<file path="src/rtl/mem_arbiter.sv">
// Shares one memory port between fetch (imem) and mem stage (dmem): captures one-cycle requests,
// arbitrates with dmem priority and bounded imem starvation, and routes responses to the owner.
module mem_arbiter #(
  parameter int unsigned STARVE_LIMIT = 4
) (
  input  logic        clk,
  input  logic        rst,
  input  logic [31:0] imem_addr,
  input  logic [3:0]  imem_rmask,
  output logic [31:0] imem_rdata,
  output logic        imem_resp,
  input  logic [31:0] dmem_addr,
  input  logic [3:0]  dmem_rmask,
  input  logic [3:0]  dmem_wmask,
  input  logic [31:0] dmem_wdata,
  output logic [31:0] dmem_rdata,
  output logic        dmem_resp,
  output logic [31:0] mem_addr,
  output logic [3:0]  mem_rmask,
  output logic [3:0]  mem_wmask,
  output logic [31:0] mem_wdata,
  input  logic [31:0] mem_rdata,
  input  logic        mem_resp
);

  localparam int unsigned SW = $clog2(STARVE_LIMIT + 1);
  localparam logic [SW-1:0] LIMIT = SW'(STARVE_LIMIT);

  typedef enum logic {IDLE = 1'b0, WAIT = 1'b1} state_t;
  typedef enum logic {OWN_I = 1'b0, OWN_D = 1'b1} owner_t;

  state_t        state, state_next;
  owner_t        owner;
  logic          i_pend, d_pend;
  logic [31:0]   i_addr, d_addr, d_wdata;
  logic [3:0]    i_rmask, d_rmask, d_wmask;
  logic [SW-1:0] starve_cnt;

  logic          resp_fire, arb, i_busy, d_busy, i_new, d_new, i_cand, d_cand;
  logic          imem_wins, grant_i, grant_d;
  logic [31:0]   ci_addr, cd_addr, cd_wdata;
  logic [3:0]    ci_rmask, cd_rmask, cd_wmask;

  // A requester whose transaction completes this cycle may already present its next request.
  assign resp_fire = (state == WAIT) && mem_resp;
  assign arb       = (state == IDLE) || resp_fire;
  assign i_busy    = (state == WAIT) && (owner == OWN_I) && !mem_resp;
  assign d_busy    = (state == WAIT) && (owner == OWN_D) && !mem_resp;
  assign i_new     = (|imem_rmask) && !i_pend && !i_busy;
  assign d_new     = (|(dmem_rmask | dmem_wmask)) && !d_pend && !d_busy;
  assign i_cand    = i_pend || i_new;
  assign d_cand    = d_pend || d_new;

  assign ci_addr   = i_pend ? i_addr  : imem_addr;
  assign ci_rmask  = i_pend ? i_rmask : imem_rmask;
  assign cd_addr   = d_pend ? d_addr  : dmem_addr;
  assign cd_rmask  = d_pend ? d_rmask : dmem_rmask;
  assign cd_wmask  = d_pend ? d_wmask : dmem_wmask;
  assign cd_wdata  = d_pend ? d_wdata : dmem_wdata;

  assign imem_wins = i_cand && (!d_cand || (starve_cnt == LIMIT));
  assign grant_i   = arb && imem_wins;
  assign grant_d   = arb && d_cand && !imem_wins;

  // NOTE: sequential state uses non-blocking assignments so every register samples pre-edge values.
  always_ff @(posedge clk or posedge rst) begin
    if (rst) state <= IDLE;
    else     state <= state_next;
  end

  // NOTE: every always_comb output gets a default first so no latch is inferred.
  always_comb begin
    state_next = state;
    if (arb) state_next = (grant_i || grant_d) ? WAIT : IDLE;
  end

  always_comb begin
    imem_resp  = 1'b0;
    imem_rdata = '0;
    dmem_resp  = 1'b0;
    dmem_rdata = '0;
    if (resp_fire) begin
      if (owner == OWN_I) begin
        imem_resp  = 1'b1;
        imem_rdata = mem_rdata;
      end else begin
        dmem_resp  = 1'b1;
        dmem_rdata = mem_rdata;
      end
    end
  end

  always_ff @(posedge clk or posedge rst) begin
    if (rst) begin
      owner      <= OWN_I;
      i_pend     <= 1'b0;
      i_addr     <= '0;
      i_rmask    <= '0;
      d_pend     <= 1'b0;
      d_addr     <= '0;
      d_rmask    <= '0;
      d_wmask    <= '0;
      d_wdata    <= '0;
      starve_cnt <= '0;
      mem_addr   <= '0;
      mem_rmask  <= '0;
      mem_wmask  <= '0;
      mem_wdata  <= '0;
    end else begin
      i_pend <= (i_pend || i_new) && !grant_i;
      d_pend <= (d_pend || d_new) && !grant_d;
      if (i_new) begin
        i_addr  <= imem_addr;
        i_rmask <= imem_rmask;
      end
      if (d_new) begin
        d_addr  <= dmem_addr;
        d_rmask <= dmem_rmask;
        d_wmask <= dmem_wmask;
        d_wdata <= dmem_wdata;
      end

      if (!i_cand || grant_i)                  starve_cnt <= '0;
      else if (grant_d && starve_cnt != LIMIT) starve_cnt <= starve_cnt + 1'b1;

      // Masks pulse for the issue cycle only; addr/wdata hold until the next issue.
      mem_rmask <= '0;
      mem_wmask <= '0;
      if (grant_i) begin
        owner     <= OWN_I;
        mem_addr  <= ci_addr;
        mem_rmask <= ci_rmask;
        mem_wdata <= '0;
      end else if (grant_d) begin
        owner     <= OWN_D;
        mem_addr  <= cd_addr;
        mem_rmask <= cd_rmask;
        mem_wmask <= cd_wmask;
        mem_wdata <= cd_wdata;
      end
    end
  end

  // Protocol checks on the requesters; violations are reported but the request is still dropped.
  always @(posedge clk) begin
    if (!rst) begin
      assert (!((|dmem_rmask) && (|dmem_wmask)))
        else $warning("mem_arbiter: dmem read and write masks both set");
      assert (!((|(dmem_rmask | dmem_wmask)) && (d_pend || d_busy)))
        else $warning("mem_arbiter: dmem request dropped, one already outstanding");
      assert (!((|imem_rmask) && (i_pend || i_busy)))
        else $warning("mem_arbiter: imem request dropped, one already outstanding");
    end
  end

endmodule

</file>
<file path="config.mk">
export PLATFORM = sky130hd
export DESIGN_NAME = mem_arbiter
export DESIGN_NICKNAME = d
export VERILOG_FILES = /design/src/rtl/mem_arbiter.sv
export SDC_FILE = /design/constraint.sdc
export NUM_CORES = 1
export LEC_CHECK = 0
export CORE_MARGIN = 4
export CORE_UTILIZATION = 40
export CTS_CLUSTER_SIZE = 12
export DETAILED_ROUTE_END_ITERATION = 16
export GPL_TIMING_DRIVEN = 0
export PLACE_DENSITY_LB_ADDON = 0.08
export REMOVE_ABC_BUFFERS = 1
export SETUP_SLACK_MARGIN = 0.2
export SLEW_MARGIN = 20
export SYNTH_ARGS = -nofsm -noshare
export SYNTH_HDL_FRONTEND = slang
export SYNTH_SLANG_ARGS = --single-unit
</file>
<file path="constraint.sdc">
create_clock -name clk -period 9.8 [get_ports clk]
set_clock_uncertainty 0.05 [all_clocks]
set_input_delay 2.94 -clock clk [delete_from_list [all_inputs] [get_ports clk]]
set_output_delay 2.94 -clock clk [all_outputs]
set_load 0.01 [all_outputs]
</file>
After elaboration in Yosys (flattened, before gate mapping)
Index checks and enable logic that the tools add are counted.
Widths: inputs -> output; s select.
- bits in registers: 187
- word-level logic and storage cells: 84
- bitwise operators: 3
- mux-type cells: 27
- add/subtract/negate cells: 1
- reduce and logical (&&, ||, !) cells: 36
- equal/unequal tests: 2
- operator list (operator ; count):
    $mux 32 ; 11
    $mux 4 ; 7
    $logic_and 1x1->1 ; 16
    $logic_not 1->1 ; 10
    $reduce_or 4->1 ; 2
    $mux 1 ; 7
    $logic_or 1x1->1 ; 6
    $mux 3 ; 2
    $or 4x4->4 ; 1
    $reduce_bool 2->1 ; 2
    $add 3x1->3 const B ; 1
    $eq 3x3->1 const B ; 1
    $ne 3x3->1 const B ; 1
    $not 1->1 ; 2

Logic depth before layout (Yosys ltp)
- depth after elaboration: 13
- depth in mapped cells: 9

Worst setup path after synthesis
OpenSTA, ideal clock, no wires.
- path kind: input to output
- start point: input mem_resp
- end point: output imem_rdata[22]
- stages: 4
- arrival: 3654 ps
- data required time: 6810 ps
- buffers on the path: 1
- path slack: 3156 ps
- path through: nand2_1 -> nor2_1 -> clkbuf_1 -> and2_1
- cells in the longest elaborated chain, start to end: 2
- RTL lines (element ; RTL line ; text):
    start, declared ; 23 ; input logic mem_resp
    $logic_and 1x1->1 ; 45 ; assign resp_fire = (state == WAIT) && mem_resp;
    $mux 32 ; 82 ; if (resp_fire) begin
    end, declared ; 10 ; output logic [31:0] imem_rdata,
No other way between the ends.

Worst setup path after layout
- start point: input mem_resp
- end point: output dmem_rdata[0]
- cells in the longest elaborated chain, start to end: 2
- RTL lines (element ; RTL line ; text):
    $logic_and 1x1->1 ; 45 ;
    $mux 32 ; 82 ;
    end, declared ; 16 ; output logic [31:0] dmem_rdata,
No other way between the ends.

==> reports/results.tsv <==
stage	metric	value	unit
job	cap_violations	0	
die	die-area	25200	sq um
synth	synth_xor_area_share	0	%
clock_tree	insertion_delay	0.43	ns
synth	yosys_warnings	0	
power_and_ir_drop	p_int	0.00193	W
power_and_ir_drop	power.share.switching	30.7	%
synth	synthCells	759	
placement	dp_cells	1281	
power_and_ir_drop	combPwrFrac	31.5	%
worst_hold_path	hold_path_depth	2	
die	rows	54	
timing	worst_slew_margin_rel	33.6	%
power_and_ir_drop	seq_power_share	42.4	%
global_route	track_usage	18.8	%
synth	synth_mux_area_share	19.8	%
worst_hold_path	hold_class	flip-flop to flip-flop	
timing	worstMarginPinSlew	0.993	ns
route	num_vias	6711	
synth	netlist_area	9070	sq um
synth	async_reset_ff_share	100	%
route	drt_iter0_drc	200	
timing	drv_slew	0	
clock_tree	cts_setup_buffers	0	
synth	synth-simple-area-share	12.5	%
timing	final-hold-violation-count	0	
timing	max_freq	124	MHz
synth	synth-adder-area-share	0.276	%
setup_path	rrSetupSlack	7.17	ns
cells_and_area	area_growth	42.7	%
setup_path	cp.arrival	5.07	ns
timing	finalSetupViolCount	0	
synth	synth_cell_types	44	
synth	ys_ff_latch	187	
synth	synth_top_family_by_area	multiplexers	
cells_and_area	layout_commonest_cell	clkdlybuf4s50_1	
global_route	grt_start_max_net_pins	80	
route	drcViolationCount	0	
placement	place.port_buffers	280	
setup_path	cp.required	6.81	ns
clock_tree	cts-root-buf	clkbuf_16	
timing	period_share	82.3	%
power_and_ir_drop	power	0.00279	W
synth	yosys_most_used_dff	dfrtp_1	
status	outcome	finished clean	
power_and_ir_drop	p_sw	0.000854	W
placement	gp_congestion	0.721	
cells_and_area	stdcell_count	1315	
setup_path	worst_setup_path_start_kind	input port	
global_route	grt_pass1_wl	37000	um
synth	synth_compound_area_share	12.1	%
synth	syn-mean-instance-area	12.0	sq um
route	dr.pass1.iters	5	
timing	min_period	8.06	ns
timing	rsz0062_at_grt	no	
worst_hold_path	worstHoldStart	mem_addr[19]$_DFFE_PP0P_	
global_route	grt_pass1_vias	6929	
route	wl_per_cell	18.1	um
die	die_h	159	um
clock_tree	htreeDepth	4	
power_and_ir_drop	p_leak	5.28	nW
power_and_ir_drop	p_per_area	215	nW/um^2
setup_path	worstReg2RegStart	i_pend$_DFF_PP0_	
setup_path	rr_worst_depth	8	
clock_tree	clockBufferDepth	2	
route	vias_per_cell	5.10	
die	start_util	41.1	%
setup_path	r2r-end	mem_addr[26]$_DFFE_PP0P_	
setup_path	end_kind	output pin	
route	final_antenna_net_count	0	
clock_tree	ctsResizeCount	0	
placement	dp_hpwl	16900	um
route	routed_wirelength	23800	um
die	ios	281	
die	coreArea	22100	sq um
power_and_ir_drop	power_frac_clock	26.1	%
global_route	grt.overflow.total	0	
setup_path	crit_type	input port to output pin	
clock_tree	tritoncts	done	
synth	yosysSeqAreaShare	51.6	%
power_and_ir_drop	vdd.ir_drop.worst	0.000135	V
cells_and_area	final_cell_mix	280 x clkdlybuf4s50_1, 185 x dfrtp_1, 101 x mux2_1	
setup_path	path_max_fanout	33	
clock_tree	clock_sinks	187	
die	die_w	159	um
timing	fin_hold_ws	0.429	ns
clock_tree	hold_buffers	0	
global_route	antenna_found_initial	4	
clock_tree	clk_pin_slew	0.08	ns
synth	synth_edf_count	0	
cells_and_area	drive_gt1_share	9.68	%
cells_and_area	nNetsFinal	1165	
worst_hold_path	worstHoldEndpoint	mem_addr[19]$_DFFE_PP0P_	
clock_tree	cts-buffers-inserted	17	
## area by class of cell
cell class,instances,area [sq um]
flip-flops and latches,187,4690
diodes,2,5.00
clock buffers,17,425
clock inverters,15,199
repair buffers,301,3190
multi-input cells,509,4070
fillers,1899,9150
well taps,280,350
inverters,4,22.5
## synth_stat cells (2+ instances only)
cell,n,area [sq um]
a211oi_1,48,360
a211oi_2,10,125
a21oi_1,3,15.0
a221oi_1,3,26.3
a22o_1,2,17.5
and2_1,66,413
buf_1,3,11.3
buf_2,25,125
buf_4,8,60.1
buf_6,6,67.6
clkbuf_1,17,63.8
dfrtp_1,187,4680
ha_1,2,25.0
inv_1,4,15.0
mux2_1,101,1140
mux2_2,5,56.3
mux2i_1,60,601
nand2_1,60,225
nand4_1,2,12.5
nor2_1,19,71.3
nor2b_1,53,332
nor4_2,2,25.0
o21ai_1,23,115
o221ai_1,5,43.8
o22ai_1,4,25.0
o31ai_1,9,67.6
o31ai_2,15,188
## critical path, cell delays in order
cell             delay, ns
clkdlybuf4s50_1       0.51
and3_1                0.76
and2_1                0.29
clkdlybuf4s50_1       0.56
## stage by stage
stage	util, %	TNS, ns	worst slack, ns	instance area [sq um]
after floorplan	-	0	1.72	8740
after global placement	53.8	-430.18	-2.93	11900
after detailed placement	55.7	0	1.68	12300
after CTS	58.6	0	1.68	12900
after global routing	58.6	0	1.60	12900
final	58.6	0	1.74	12900
## layer usage
metal | GRT usage (%) | part of all wire, % | wire length, um
met5 | 0 | 0.10 | 24
met4 | 5.12 | 1.5 | 351
met3 | 7.28 | 8.9 | 2110
met2 | 31.3 | 47 | 11300
met1 | 22.7 | 42 | 10000
## registers in the layout (all words and copies together), names as in the netlist
| signal | cells |
|---|---|
| d_addr | 32 |
| d_wdata | 32 |
| i_addr | 32 |
| mem_addr | 32 |
| mem_wdata | 32 |
| d_rmask | 4 |
| d_wmask | 4 |
| i_rmask | 4 |
| mem_rmask | 4 |
| mem_wmask | 4 |
| starve_cnt | 3 |
| d_pend | 1 |
| i_pend | 1 |
| owner | 1 |
| state | 1 |
## logic make-up after synthesis
family / Yosys count
compound gates: 131
fa+ha+maj: 2
buf+inv: 63
flops: 187
mux: 166
simple gates: 210
## power groups by stage
stage | clock, W | combinational (W) | sequential (W)
floorplan | 0 | 0.000426 | 0.00123
detailed placement | 0 | 0.000893 | 0.00120
global placement | 0 | 0.000849 | 0.00122
CTS | 0.000747 | 0.000895 | 0.00119
global route | 0.000782 | 0.000962 | 0.00122
finish | 0.000728 | 0.000877 | 0.00118
## how the worst max path moves through the flow
stage,slack (ns),cells after the start,from,endpoint
after floorplan,1.72,1,rst,d_addr[0]$_DFFE_PP0P_
after global placement,-2.93,2,d_pend$_DFF_PP0_,d_addr[27]$_DFFE_PP0P_
after detailed placement,1.68,4,mem_resp,dmem_rdata[0]
after CTS,1.68,4,mem_resp,dmem_rdata[0]
after global routing,1.60,4,mem_resp,dmem_rdata[18]
final,1.74,4,mem_resp,dmem_rdata[0]
Note: power is estimated with default switching activity, not from simulation.
==> edit (same settings) <==
`STARVE_LIMIT`: 4 -> 8.
--- a/src/rtl/mem_arbiter.sv
+++ b/src/rtl/mem_arbiter.sv
@@ -3,3 +3,3 @@
 module mem_arbiter #(
-  parameter int unsigned STARVE_LIMIT = 4
+  parameter int unsigned STARVE_LIMIT = 8
 ) (
Behaviour: no difference found for any inputs over 4 cycles, from zero or initial values and one cycle with rst high; that may be too few to reach the edited logic, so the function may still have changed.
==> edit against the original RTL <==
Cell area decreased by 0.73%; register-to-register slack got worse by 0.39 ns; sequential cell count increased by 1; area after synthesis decreased by 0.28%; routed wire length increased by 3.8%; synthesized cell count decreased by 7.1%; global-route usage increased by 0.93 points; via count decreased by 1.4%; sequential share of layout area increased by 0.46 points; setup slack improved by 0.011 ns; power increased by 12%; highest routed layer is now met4.
==> edit: results (changes against the original RTL) <==
Avg Inst Size Synth = 12.8 sq um (was 12.0 sq um)
Non-clock buffers, area share = 24.3% (was 24.6%)
Fraction of area in multi-input gates = 31.4% (about the same)
Final cell count without fillers = 1,257 (was 1,315)
Filler cells = 1,841 (was 1,899)
Clk sink count = 188 (was 187)
Synth-to-Final Area Change = 42.0% (was 42.7%)
Comb power frac = 37.8% (was 31.5%)
R2R setup slack = 6.78 ns (was 7.17 ns)
Hpwl dp = 17,400 um (was 16,900 um)
Worst R2R Start = d_pend (was i_pend)
Fin nets = 1,110 (was 1,165)
Cell Pwr Density = 242 nW/um^2 (was 215 nW/um^2)
First-pass detailed-route iteration total = 4 (was 5)
Antenna violations before repair = 0 (was 4)
Mapped Area = 9050 sq um (was 9070 sq um)
Distinct cell type count after synthesis = 46 (was 44)
RR Endpoint = mem_wdata[30] (was mem_addr[26])
Post-synthesis sequential area ratio = 52.0% (was 51.6%)
Leak pwr = 0.00528 uW (about the same)
Vias in the first global route = 6,773 (was 6,929)
Via density = 5.26 (was 5.10)
Synth Area in Adders = 0.277% (was 0.276%)
Synth Area in Compound Gates = 10.2% (was 12.1%)
Hold depth = 1 (was 2)
Flop pwr share = 40.7% (was 42.4%)
DP Area = 12,300 sq um (about the same)
Clock edge transition at the registers on the reported setup and hold paths = 0.06 ns (was 0.08 ns)
Slew HR = 37.6% (was 33.6%)
Status = finished clean (unchanged)
Final-layout clock-cell area share = 4.40% (was 4.82%)
Multi-Input Combinational = 448 (was 509)
Top cell type's share of synthesized area = 52.0% (was 51.6%)
Ant. Diodes = 0 (was 2)
First-pass GRT wire length = 38,200 um (was 37,000 um)
Inst Count DP = 1,226 (was 1,281)
Seq area share = 36.7% (was 36.2%)
Int Power = 2130 uW (was 1930 uW)
Layout cell share with drive strength beyond 1 = 13.1% (was 9.68%)
Inverters = 16 (was 4)
Worst hold slack = 0.429 ns (about the same)
RD Place Congestion = 0.749 (was 0.721)
-- edit: cell count changes after synthesis, moves of 29 or more --
cell,delta
mux2_2,+53
a211oi_1,-38
mux2_1,-29
nand2_1,-54
nor2b_1,-52
-- edit: cell families after synthesis --
kind of cell / count (synthesis)
flops: 188
mux: 206
compound gates: 107
simple gates: 133
buf+inv: 69
fa+ha+maj: 2
-- edit: layer usage --
layer / wire length (um) / track usage [%]
met5: 0 / 0
met3: 1810 / 5.44
met4: 227 / 4.26
met1: 10100 / 24.1
met2: 12500 / 34.8
-- edit: worst max path at each step --
stage,startpoint,to,cells past startpoint,slack [ns]
after floorplan,rst,d_addr[0],1,1.70
after global placement,rst,i_addr[0],2,-1.20
after detailed placement,mem_resp,dmem_rdata[11],4,1.71
after CTS,mem_resp,dmem_rdata[11],4,1.71
after global routing,mem_resp,dmem_rdata[11],4,1.59
final,mem_resp,dmem_rdata[11],4,1.75
